$ cat config.mk
export PLATFORM = sky130hd
export DESIGN_NAME = mem_wb_writeback
export DESIGN_NICKNAME = d
export VERILOG_FILES = /design/src/rtl/cpu_pkg.sv /design/src/rtl/load_align.sv /design/src/rtl/mem_wb_writeback.sv
export SDC_FILE = /design/constraint.sdc
export NUM_CORES = 1
export LEC_CHECK = 0
export ABC_AREA = 1
export BUFFER_PORTS_ARGS = -buffer_cell sky130_fd_sc_hd__buf_2
export CAP_MARGIN = 20
export CORE_ASPECT_RATIO = 2
export CORE_MARGIN = 2
export CORE_UTILIZATION = 40
export CTS_CLUSTER_DIAMETER = 100
export DETAILED_ROUTE_END_ITERATION = 10
export SLEW_MARGIN = 20
export SYNTH_ARGS = -nofsm -noshare
export SYNTH_HDL_FRONTEND = slang
export SYNTH_SLANG_ARGS = --single-unit
export TNS_END_PERCENT = 20
$ cat constraint.sdc
create_clock -name clk -period 1.8 [get_ports clk]
set_input_delay 0.36 -clock clk [delete_from_list [all_inputs] [get_ports clk]]
set_output_delay 0.36 -clock clk [all_outputs]
set_load 0.05 [all_outputs]
$ cat src/rtl/cpu_pkg.sv
// Shared CPU datapath constants: widths, load-size encodings and the
// hard-wired zero register index.
package cpu_pkg;

  localparam int DATA_W = 32;
  localparam int ADDR_W = 5;

  localparam logic [1:0] LS_BYTE = 2'd0;
  localparam logic [1:0] LS_HALF = 2'd1;
  localparam logic [1:0] LS_WORD = 2'd2;

  localparam logic [ADDR_W-1:0] REG_ZERO = '0;

endpackage

$ cat src/rtl/load_align.sv
// Combinational load alignment: picks the addressed byte/half-word out of a
// 32-bit memory word and sign- or zero-extends it. Shared with store merge.
module load_align
  import cpu_pkg::*;
(
  input  logic [DATA_W-1:0] word_i,
  input  logic [1:0]        off_i,
  input  logic [1:0]        size_i,
  input  logic              unsigned_i,
  output logic [DATA_W-1:0] data_o
);

  logic [7:0]  byte_sel;
  logic [15:0] half_sel;
  logic        fill;

  always_comb begin
    case (off_i)
      2'd0:    byte_sel = word_i[7:0];
      2'd1:    byte_sel = word_i[15:8];
      2'd2:    byte_sel = word_i[23:16];
      default: byte_sel = word_i[31:24];
    endcase
  end

  // off[0] is ignored for half-words: misaligned halves are not trapped here
  assign half_sel = off_i[1] ? word_i[31:16] : word_i[15:0];

  always_comb begin
    fill   = 1'b0;
    data_o = word_i;
    case (size_i)
      LS_BYTE: begin
        fill   = ~unsigned_i & byte_sel[7];
        data_o = {{24{fill}}, byte_sel};
      end
      LS_HALF: begin
        fill   = ~unsigned_i & half_sel[15];
        data_o = {{16{fill}}, half_sel};
      end
      default: data_o = word_i;
    endcase
  end

endmodule

$ cat src/rtl/mem_wb_writeback.sv
// MEM/WB pipeline register and writeback stage: drives the register file
// write port (committed on the falling edge), forwarding taps and a retire count.
module mem_wb_writeback
  import cpu_pkg::*;
#(
  parameter int DATA_W  = cpu_pkg::DATA_W,
  parameter int ADDR_W  = cpu_pkg::ADDR_W,
  parameter int COUNT_W = 32
) (
  input  logic               clk,
  input  logic               rst,
  input  logic               stall,
  input  logic               flush,
  input  logic               in_valid,
  input  logic               in_reg_write,
  input  logic               in_mem_to_reg,
  input  logic               in_link,
  input  logic [ADDR_W-1:0]  in_rd,
  input  logic [DATA_W-1:0]  in_alu_result,
  input  logic [DATA_W-1:0]  in_mem_data,
  input  logic [DATA_W-1:0]  in_pc_plus4,
  input  logic [1:0]         in_load_size,
  input  logic               in_load_unsigned,
  output logic               reg_write,
  output logic [ADDR_W-1:0]  write_addr,
  output logic [DATA_W-1:0]  write_data,
  output logic               fwd_valid,
  output logic [ADDR_W-1:0]  fwd_rd,
  output logic [DATA_W-1:0]  fwd_data,
  output logic [COUNT_W-1:0] retire_count
);

  logic               valid_q;
  logic               reg_write_q;
  logic               mem_to_reg_q;
  logic               link_q;
  logic [ADDR_W-1:0]  rd_q;
  logic [DATA_W-1:0]  alu_q;
  logic [DATA_W-1:0]  mem_q;
  logic [DATA_W-1:0]  pc_q;
  logic [1:0]         size_q;
  logic               uns_q;
  logic [COUNT_W-1:0] cnt_q;
  logic [COUNT_W-1:0] cnt_d;

  logic [DATA_W-1:0]  load_data;
  logic [DATA_W-1:0]  wb_data;
  logic               wb_en;

  // Retirement is counted when a valid instruction enters the stage, so the
  // count already includes the instruction currently on the write port.
  assign cnt_d = cnt_q + COUNT_W'(1);

  always_ff @(posedge clk) begin
    if (!rst) begin
      valid_q      <= 1'b0;
      reg_write_q  <= 1'b0;
      mem_to_reg_q <= 1'b0;
      link_q       <= 1'b0;
      rd_q         <= '0;
      alu_q        <= '0;
      mem_q        <= '0;
      pc_q         <= '0;
      size_q       <= LS_BYTE;
      uns_q        <= 1'b0;
      cnt_q        <= '0;
    end else if (flush) begin
      valid_q <= 1'b0;
    end else if (!stall) begin
      valid_q      <= in_valid;
      reg_write_q  <= in_reg_write;
      mem_to_reg_q <= in_mem_to_reg;
      link_q       <= in_link;
      rd_q         <= in_rd;
      alu_q        <= in_alu_result;
      mem_q        <= in_mem_data;
      pc_q         <= in_pc_plus4;
      size_q       <= in_load_size;
      uns_q        <= in_load_unsigned;
      if (in_valid) cnt_q <= cnt_d;
    end
  end

  load_align u_align (
    .word_i     (mem_q),
    .off_i      (alu_q[1:0]),
    .size_i     (size_q),
    .unsigned_i (uns_q),
    .data_o     (load_data)
  );

  always_comb begin
    if (link_q)            wb_data = pc_q;
    else if (mem_to_reg_q) wb_data = load_data;
    else                   wb_data = alu_q;
  end

  assign wb_en = valid_q & reg_write_q & (rd_q != REG_ZERO);

  assign reg_write    = wb_en;
  assign write_addr   = rd_q;
  assign write_data   = wb_data;
  assign fwd_valid    = wb_en;
  assign fwd_rd       = rd_q;
  assign fwd_data     = wb_data;
  assign retire_count = cnt_q;

endmodule

[Yosys cells after proc, flatten, opt, wreduce, memory -nomap -nowiden]
Index checks and enable logic that the tools add are counted.
Storage, ports and cells
  logic and storage cells: 34
  input bits: 112
  output and inout bits: 108
  register bits: 140
Cells by class
  reduce and logical (&&, ||, !) cells: 6
  $add $sub $neg: 1
  mux-type cells: 5
  bitwise operators: 8
  eq/ne operators: 3
Operators by type and width (count)
  32-bit 2-to-1 mux: 2
  32-bit case mux with 2 select lines: 1
  32-bit by 1-bit adder with 32-bit output (second input constant): 1
  8-bit case mux with 3 select lines: 1
  16-bit 2-to-1 mux: 1
  5-bit nonzero test: 1
  1-bit bitwise AND: 4
  2-bit by 1-bit equality test with 1-bit output (second input constant): 2
  2-bit zero test: 2
  1-bit inverter: 4
  3-bit AND reduction: 1
  2-bit equality test (second input constant): 1
  2-bit AND reduction: 1
  2-bit OR reduction: 1

[Logic depth before layout (Yosys ltp)]
Gate-level depths: netlist of the first run.
  word-level depth: 6
  gate-level depth with buffers: 11
  mapped depth without buffers: 10

[Cells and area by module]
Synthesis of the first run repeated with hierarchy kept, for this count alone.
Unflattened totals
  cell total of the unflattened synthesis: 1076
  area total of the unflattened synthesis: 7188.1 µm²
By module, submodules not included
  mem_wb_writeback: times used 1, sequential area each 2802.7 µm², area each 6309.8 µm², cells an instance 919
  load_align: times used 1, sequential area each 0.0 µm², area each 878.3 µm², cells an instance 157

[Least setup slack after synthesis of the first run]
OpenSTA, ideal clock, no wires.
  path type: reg-to-output
  start: register alu_q[0]
  end: output write_data[7]
  path buffers: 1
  required time: 1.440 ns
  cell stages (with the launch flop): 8
  slack: -0.901 ns
  arrival time: 2.341 ns
  cell sequence: dfxtp_1 > inv_2 > nor2_4 > nand2_4 > o21ai_2 > nor2_1 > o21ai_0 > buf_4
On the way
  word-level cells in the longest chain between the ends: 5
  elaborated cells on any way between the ends: 7
  classes of those cells: 2 x eq/ne; 4 x mux; 1 x reduce/logical
RTL lines
  start, declared: RTL line mem_wb_writeback.sv:38  | logic [DATA_W-1:0] alu_q;
  start signal, assigned: RTL line mem_wb_writeback.sv:75  | alu_q <= in_alu_result;
  2-bit equality test, or another cell as far along: RTL line load_align.sv:18  | case (off_i)
  8-bit case mux with 3 select lines *: RTL line load_align.sv:18
  32-bit case mux with 2 select lines *: RTL line load_align.sv:32  | case (size_i)
  32-bit 2-to-1 mux *: RTL line mem_wb_writeback.sv:94  | else if (mem_to_reg_q) wb_data = load_data;
  32-bit 2-to-1 mux *: RTL line mem_wb_writeback.sv:93  | if (link_q) wb_data = pc_q;
  end, declared: RTL line mem_wb_writeback.sv:26  | output logic [DATA_W-1:0] write_data,
Mark *: on every way between the ends. The rest lies on a longest branch, timed or not.

[Worst setup path in the final report of the first run]
  start: register alu_q[1]
  end: output fwd_data[8]
On the way
  word-level cells in the longest chain between the ends: 6
  elaborated cells on any way between the ends: 9
  classes of those cells: 2 x eq/ne; 5 x mux; 1 x bitwise; 1 x reduce/logical
RTL lines
  2-bit equality test, or another cell as far along: RTL line load_align.sv:18
  8-bit case mux with 3 select lines: RTL line load_align.sv:18
  1-bit bitwise AND: RTL line load_align.sv:34  | fill = ~unsigned_i & byte_sel[7];
  32-bit case mux with 2 select lines *: RTL line load_align.sv:32
  32-bit 2-to-1 mux *: RTL line mem_wb_writeback.sv:94
  32-bit 2-to-1 mux *: RTL line mem_wb_writeback.sv:93
  end, declared: RTL line mem_wb_writeback.sv:29  | output logic [DATA_W-1:0] fwd_data,
Marks and branches as above.

==> results of run 1 <==
## how the worst min path moves through the flow
stage | start | endpoint | slack (ns) | cells past startpoint
after CTS | in_alu_result[28] | alu_q[28]$_SDFFE_PN0P_ | 0.15 | 3
after global placement | valid_q$_SDFFE_PP0N_ | valid_q$_SDFFE_PP0N_ | 0.46 | 2
final | in_rd[1] | fwd_rd[1]$_SDFFE_PN0P_ | 0.17 | 3
after detailed placement | retire_count[30]$_SDFFE_PN0P_ | retire_count[30]$_SDFFE_PN0P_ | 0.47 | 2
after floorplan | valid_q$_SDFFE_PP0N_ | valid_q$_SDFFE_PP0N_ | 0.44 | 2
after global routing | in_alu_result[8] | alu_q[8]$_SDFFE_PN0P_ | 0.16 | 3
## critical path: stages, from the launching register on
cell and delay [ns]:
dfxtp_4 0.37, buf_6 0.14, o21ai_0 0.21, nand2_1 0.06
o21ai_0 0.16, nor2_1 0.11, nand2_1 0.11, nand3_2 0.09
nand2_4 0.10, buf_8 0.14
## cell type report
type	count	area (µm²)	share of cell area, %
Clock inverter	11	141	1.34
Inverter	63	245	2.32
Clock buffer	20	467	4.42
Tap cell	213	267	2.52
Timing Repair Buffer	315	2460	23.3
Sequential cell	140	2810	26.6
Multi-Input combinational cell	817	4150	39.3
Antenna cell	5	12.5	0.119
## state kept, by name, indices dropped and copies added (netlist names), 2 cells and up
register / cells
alu_q: 32
fwd_rd: 5
mem_q: 32
pc_q: 32
retire_count: 32
size_q: 2
## cells in the final DEF, fill, tap and decap left out, types with 8 or more instances in the layout
cell / synthesis / final
buf_6: 3 / 34
dfxtp_1: 140 / 136
nand3_2: 4 / 22
inv_1: 55 / 52
nand2_1: 216 / 170
buf_12: 0 / 8
o21ai_0: 133 / 123
nand2_2: 4 / 26
nor2_1: 292 / 288
nand2_4: 2 / 27
buf_4: 39 / 85
clkbuf_16: 0 / 17
buf_2: 13 / 154
nor2_2: 9 / 11
nand3_1: 44 / 26
nor2_4: 9 / 11
buf_8: 0 / 34
a21oi_1: 64 / 55
## through the flow
stage | setup TNS, ns | setup slack, ns
final | -24.75 | -0.468
after global routing | -32.03 | -0.563
after global placement | -10.46 | -0.225
after CTS | -28.54 | -0.502
after detailed placement | -12.38 | -0.261
after floorplan | -2.34 | -0.0934
## layer usage
metal  track usage (%)  vias to the layer above
li1                  -                     4010
met1              27.8                     3652
met2              50.6                      269
met3              5.77                       76
met4              20.6                        2
met5                 0                        -
## power groups by stage
stage                     Clock (mW)  Sequential, mW  Combinational [mW]
after floorplan                    0            3.43                1.61
after detailed placement           0            3.43                2.13
after global placement             0            3.43                2.13
after CTS                       3.72            3.36                2.51
final                           3.63            3.36                2.61
after global routing            3.82            3.38                2.76
## cells by family (layout without fill, tap and decap cells)
group / after synthesis / count (layout) / share of synthesized area (%)
fa+ha+maj: 1 / 1 / 0.173
buf+inv: 160 / 409 / 10.9
xor+xnor: 2 / 2 / 0.242
other cells: 0 / 5 / 0
simple gates: 601 / 602 / 34.8
compound gates: 212 / 212 / 15.2
flops: 140 / 140 / 38.7
## repair_timing
item / in CTS / in global routing
setup endpoints to repair: 64 / 67
gates resized for setup: 188 / 50
gates cloned: 2 / 0
pin swaps: 16 / 9
setup buffers: 3 / 4
==> flow_summary_export.csv, run 1 <==
group,metric,value,unit
timing,max_freq,441,MHz
timing,period_minus_slack,2.27,ns
cts,cts_tree,"done",
routing,vias,8009,
routing,ant_nets,0,
power_and_ir_drop,p_leak,4.83,nW
synthesis,synth_top_area_share,38.7,%
grt,overflow,0,
worst_setup_path,cp-end-kind,"primary output",
cts,worstSkewPairLatency,0.41,ns
cells_and_area,final_cell_area,10600,µm²
worst_setup_path,critPathCapture,"fwd_data[8]",
timing,final_hold_viol_count,0,
cts,ctsHoldBuffers,0,
routing,wl_met3,1360,µm
routing,first_iter_violations,322,
worst_setup_path,path_max_fanout,7,
cells_and_area,n_fill_cell,1693,
power_and_ir_drop,fin_total_pwr,9.60,mW
worst_setup_path,ff2ff_path_depth,10,
cells_and_area,area_delta_synth_final,45.8,%
synthesis,synth_cell_types,35,
cts,cts_root_buf,"clkbuf_16",
grt,grt_pass1_vias,7964,
routing,drt_wl_total,27000,µm
run_status,violations,"negative setup slack",
synthesis,synthFlopType,"dfxtp_1",
placement,dp_hpwl,20400,µm
floorplan,initial_utilization,40.7,%
routing,routed.top_layer,"met5",
timing,setup_ws,-0.468,ns
floorplan,dieArea,19300,µm²
synthesis,synthCells,1116,
timing,holdWs,0.168,ns
cts,cts.sinks,140,
run_status,outcome,"finished, violations left",
cts,cts_max_path_buffers,2,
grt,grt_pass1_wl,41900,µm
routing,wl_per_cell,17.1,µm
synthesis,syn_area_per_cell,6.49,µm²
power_and_ir_drop,pwr-share-seq,35.0,%
cells_and_area,final_core_util,59.4,%
cells_and_area,drive_above_1_share,35.5,%
timing,finalMaxSlewViolations,0,
job,max_cap_violations,0,
power_and_ir_drop,p_int,6.53,mW
synthesis,synth_edf_count,0,
floorplan,die_w,99.1,µm
synthesis,yosys_warnings,0,
routing,drc,0,
grt,track_usage,28.2,%
floorplan,io_pins,220,
placement,globalplace.congestion,0.989,
worst_setup_path,arrival,1.91,ns
routing,viasPerCell,5.06,
synthesis,async_flop_share,0,%
worst_setup_path,crit_type,"flop to primary output",
routing,m1WireLength,9090,µm
cts,htree_levels,4,
routing,drt_pre_antenna_iters,5,
worst_setup_path,reg2reg_from,"retire_count[17]$_SDFFE_PN0P_",
synthesis,synth_area_leader_cell,"dfxtp_1",
floorplan,std_cell_rows,69,
synthesis,netlist_area,7240,µm²
timing,tightest_slew,0.524,ns
placement,dpl.cell_count,1539,
cells_and_area,finalNonFillerCells,1584,
power_and_ir_drop,clkPwrFrac,37.8,%
worst_setup_path,r2r_end,"retire_count[31]$_SDFFE_PN0P_",
grt,antenna_found_initial,6,
timing,finalCritPeriodShare,126,%
timing,fin_worst_skew,0.00642,ns
synthesis,yosysMostFrequentCell,"nor2_1",
power_and_ir_drop,irDropWorstVdd,0.569,mV
min_path,worstHoldPathType,"input port to flop",
worst_setup_path,cp-startpoint,"alu_q[1]$_SDFFE_PN0P_",
timing,relSlewSlack,65.1,%
grt,grt_max_degree,93,
worst_setup_path,reg2reg_slack,0.15,ns
power_and_ir_drop,p_switching,3.08,mW
floorplan,fp.dieH,194,µm
power_and_ir_drop,combPwrFrac,27.2,%
cts,cts.clk_slew.worst_paths,0.06,ns
worst_setup_path,cp_data_required_time,1.44,ns
floorplan,core,17800,µm²
cts,numCtsBuffers,17,
synthesis,synth_seq_cells,140,
placement,port_buffers,219,
worst_setup_path,start_kind,"flop",
synthesis,syn_nets,1229,
synthesis,synthTopCellsByCount,"292 x nor2_1, 216 x nand2_1, 140 x dfxtp_1",
power_and_ir_drop,p_per_area,910,nW/µm²
timing,setup_viol,64,
routing,met2_wirelength,14500,µm
power_and_ir_drop,switching_share,32.0,%
synthesis,ys_top_cells_by_area,"dfxtp_1 39%, nor2_1 15%, nand2_1 11%",
placement,placedInstanceArea,9090,µm²
timing,rsz0062_at_grt,"true",
synthesis,ys_seq_area_share,38.7,%
cells_and_area,nNetsFinal,1467,
No activity file was read; power rests on OpenSTA's default activity.
==> run 2, diff against run 1 <==
--- a/config.mk
+++ b/config.mk
@@ -16,5 +16,6 @@
 export SLEW_MARGIN = 20
 export SYNTH_ARGS = -nofsm -noshare
 export SYNTH_HDL_FRONTEND = slang
+export SYNTH_HIERARCHICAL = 1
 export SYNTH_SLANG_ARGS = --single-unit
 export TNS_END_PERCENT = 20
==> run 2 against run 1 <==
  * The run still ends with negative setup slack left
  * Highest routed layer is now met4
  * Worst setup slack lost 0.058 ns
  * Critical endpoint is now fwd_data[10]
  * Maximum frequency down 2.5%
  * Count of clock-buffer cells in the layout up 1
  * Sequential cell count did not move
  * Register-to-register slack got worse by 0.04 ns
  * Largest cell class unchanged
  * Largest power group unchanged
  * Combinational power down 4%
==> flow_summary_export.csv, run 2 <==
group,metric,value,unit
run_status,outcome,"finished, violations left",
run_status,violations,"negative setup slack",
synthesis,synthCells,1076,
worst_setup_path,arrival,1.97,ns
routing,ant_nets,0,
cts,htree_levels,4,
cts,ctsHoldBuffers,0,
timing,setup_tns,-30.14,ns
synthesis,syn_area_per_cell,6.68,µm²
worst_setup_path,cp_data_required_time,1.44,ns
power_and_ir_drop,switching_share,33.1,%
floorplan,io_pins,220,
synthesis,synth_area_leader_cell,"dfxtp_1",
grt,overflow,0,
cts,cts.clk_slew.worst_paths,0.06,ns
floorplan,std_cell_rows,69,
timing,max_freq,430,MHz
cells_and_area,final_core_util,57.4,%
placement,globalplace.congestion,0.926,
cts,cts.sinks,140,
power_and_ir_drop,combPwrFrac,26.5,%
worst_setup_path,start_kind,"flop",
timing,period_minus_slack,2.33,ns
placement,dp_hpwl,18000,µm
synthesis,synth_seq_cells,140,
cells_and_area,area_delta_synth_final,41.3,%
cells_and_area,layout.cells.most_common,"nor2_1",
timing,final_hold_viol_count,0,
routing,viasPerCell,5.08,
worst_setup_path,reg2reg_slack,0.11,ns
routing,drc,0,
synthesis,yosys_warnings,6,
grt,grt_pass1_wl,38400,µm
cells_and_area,drive_above_1_share,34.0,%
placement,placedInstanceArea,8950,µm²
routing,drt_pre_antenna_iters,5,
timing,rsz0062_at_grt,"true",
timing,finalMaxSlewViolations,0,
routing,vias,7636,
routing,wl_per_cell,16.5,µm
cts,cts_root_buf,"clkbuf_16",
placement,port_buffers,219,
floorplan,die_w,98.8,µm
synthesis,synth_cell_types,37,
floorplan,fp.dieH,194,µm
synthesis,netlist_area,7190,µm²
grt,antenna_found_initial,3,
grt,grt_pass1_vias,7565,
power_and_ir_drop,pwr-share-seq,35.7,%
timing,relSlewSlack,68.7,%
floorplan,initial_utilization,40.6,%
worst_setup_path,path_max_fanout,6,
grt,grt_max_degree,73,
synthesis,synth_top_area_share,39.0,%
cells_and_area,nNetsFinal,1388,
worst_setup_path,crit_type,"flop to primary output",
floorplan,dieArea,19100,µm²
cts,cts_max_path_buffers,2,
synthesis,synthFlopType,"dfxtp_1",
floorplan,core,17700,µm²
timing,finalCritPeriodShare,129,%
placement,place_ws,-0.248,ns
cts,numCtsBuffers,17,
synthesis,synthTopCellsByCount,"304 x nor2_1, 182 x nand2_1, 140 x dfxtp_1",
cells_and_area,final_cell_mix,"302 x nor2_1, 174 x nand2_1, 154 x buf_2, 134 x dfxtp_1, 117 x o21ai_0",
cts,cts_tree,"done",
timing,tightest_slew,0.466,ns
grt,track_usage,25.3,%
job,max_cap_violations,0,
power_and_ir_drop,p_switching,3.13,mW
power_and_ir_drop,p_leak,4.82,nW
min_path,worstHoldPathType,"input port to flop",
synthesis,ys_top_cells_by_area,"dfxtp_1 39%, nor2_1 16%, nand2_1 9.5%",
worst_setup_path,cp-end-kind,"primary output",
routing,drt_wl_total,24800,µm
synthesis,synth_edf_count,0,
synthesis,syn_nets,1189,
synthesis,ys_seq_area_share,39.0,%
synthesis,yosysMostFrequentCell,"nor2_1",
timing,holdWs,0.152,ns
cts,worstSkewPairLatency,0.42,ns
timing,setup_viol,64,
power_and_ir_drop,p_int,6.33,mW
timing,setup_ws,-0.526,ns
cells_and_area,final_cell_area,10200,µm²
power_and_ir_drop,clkPwrFrac,37.8,%
power_and_ir_drop,irDropWorstVdd,0.509,mV
power_and_ir_drop,p_per_area,931,nW/µm²
timing,fin_worst_skew,0.00751,ns
routing,first_iter_violations,257,
synthesis,async_flop_share,0,%
run 2: final cells by class:
| type | instances | area (µm²) |
|---|---|---|
| flip-flops and latches | 140 | 2820 |
| diodes | 3 | 7.51 |
| repair buffers | 278 | 2050 |
| inverters | 52 | 199 |
| multi-input cells | 786 | 4230 |
| clock buffers | 21 | 480 |
| fillers | 1751 | 7540 |
| well taps | 213 | 267 |
| clock inverters | 10 | 115 |
run 2: cell families (layout without fill, tap and decap cells):
kind of cell / after synthesis / count (layout) / synth area share (%)
other: 0 / 3 / 0
and+or+nand+nor: 561 / 562 / 33.9
AOI/OAI and AO/OA: 219 / 219 / 15.8
buffers and inverters: 151 / 361 / 10.7
DFF: 140 / 140 / 39.0
xor gates and xnor gates: 4 / 4 / 0.487
adders and majority gates: 1 / 1 / 0.174
run 2: timing repair:
item | 4_1_cts | 5_1_grt
buffers inserted | 2 | 2
pin swaps | 5 | 25
resized for setup | 105 | 74
endpoints found under the setup margin | 64 | 65
endpoints found under the hold margin | 0 | 0
cloned | 1 | 0
run 2: power groups by stage:
stage	sequential, mW	clock, mW	combinational, mW
6_report	3.38	3.58	2.51
5_1_grt	3.40	3.75	2.65
4_1_cts	3.38	3.65	2.38
3_5_place_dp	3.44	0	2.17
3_3_place_gp	3.44	0	2.17
2_1_floorplan	3.43	0	1.74
run 2: final timing paths:
| kind | startpoint | to | depth (start not counted) |
|---|---|---|---|
| setup / recovery | alu_q[1]$_SDFFE_PN0N_ | fwd_data[10] | 11 |
| setup reg to reg | retire_count[1]$_SDFFE_PN0P_ | retire_count[24]$_SDFFE_PN0P_ | 9 |
| hold reg to reg | valid_q$_SDFFE_PP0N_ | valid_q$_SDFFE_PP0N_ | 2 |
| hold / removal | in_mem_data[20] | mem_q[20]$_SDFFE_PN0N_ | 3 |
run 2: through the flow:
step,total power [mW],cells
floorplan,5.17,1076
global placement,5.61,1464
detailed placement,5.61,1464
CTS,9.41,1498
global route,9.80,1503
finish,9.46,1503
run 2: worst max-delay path, cell delays in order, from the launching register on:
cell and delay, ns:
dfxtp_4 0.37, inv_2 0.06, nand2_2 0.06, nand2_2 0.08
nand3_4 0.09, nand3_4 0.15, buf_8 0.15, nand3_4 0.08
a21oi_4 0.17, a21oi_4 0.07, buf_6 0.12, buf_12 0.13
run 2: per-layer routing:
layer	GRT usage, %	vias up	wire length (µm)
met5	0	-	0
met2	47.4	204	13900
met4	14.3	0	1170
li1	-	3815	-
met1	26.4	3559	8950
met3	3.07	58	810
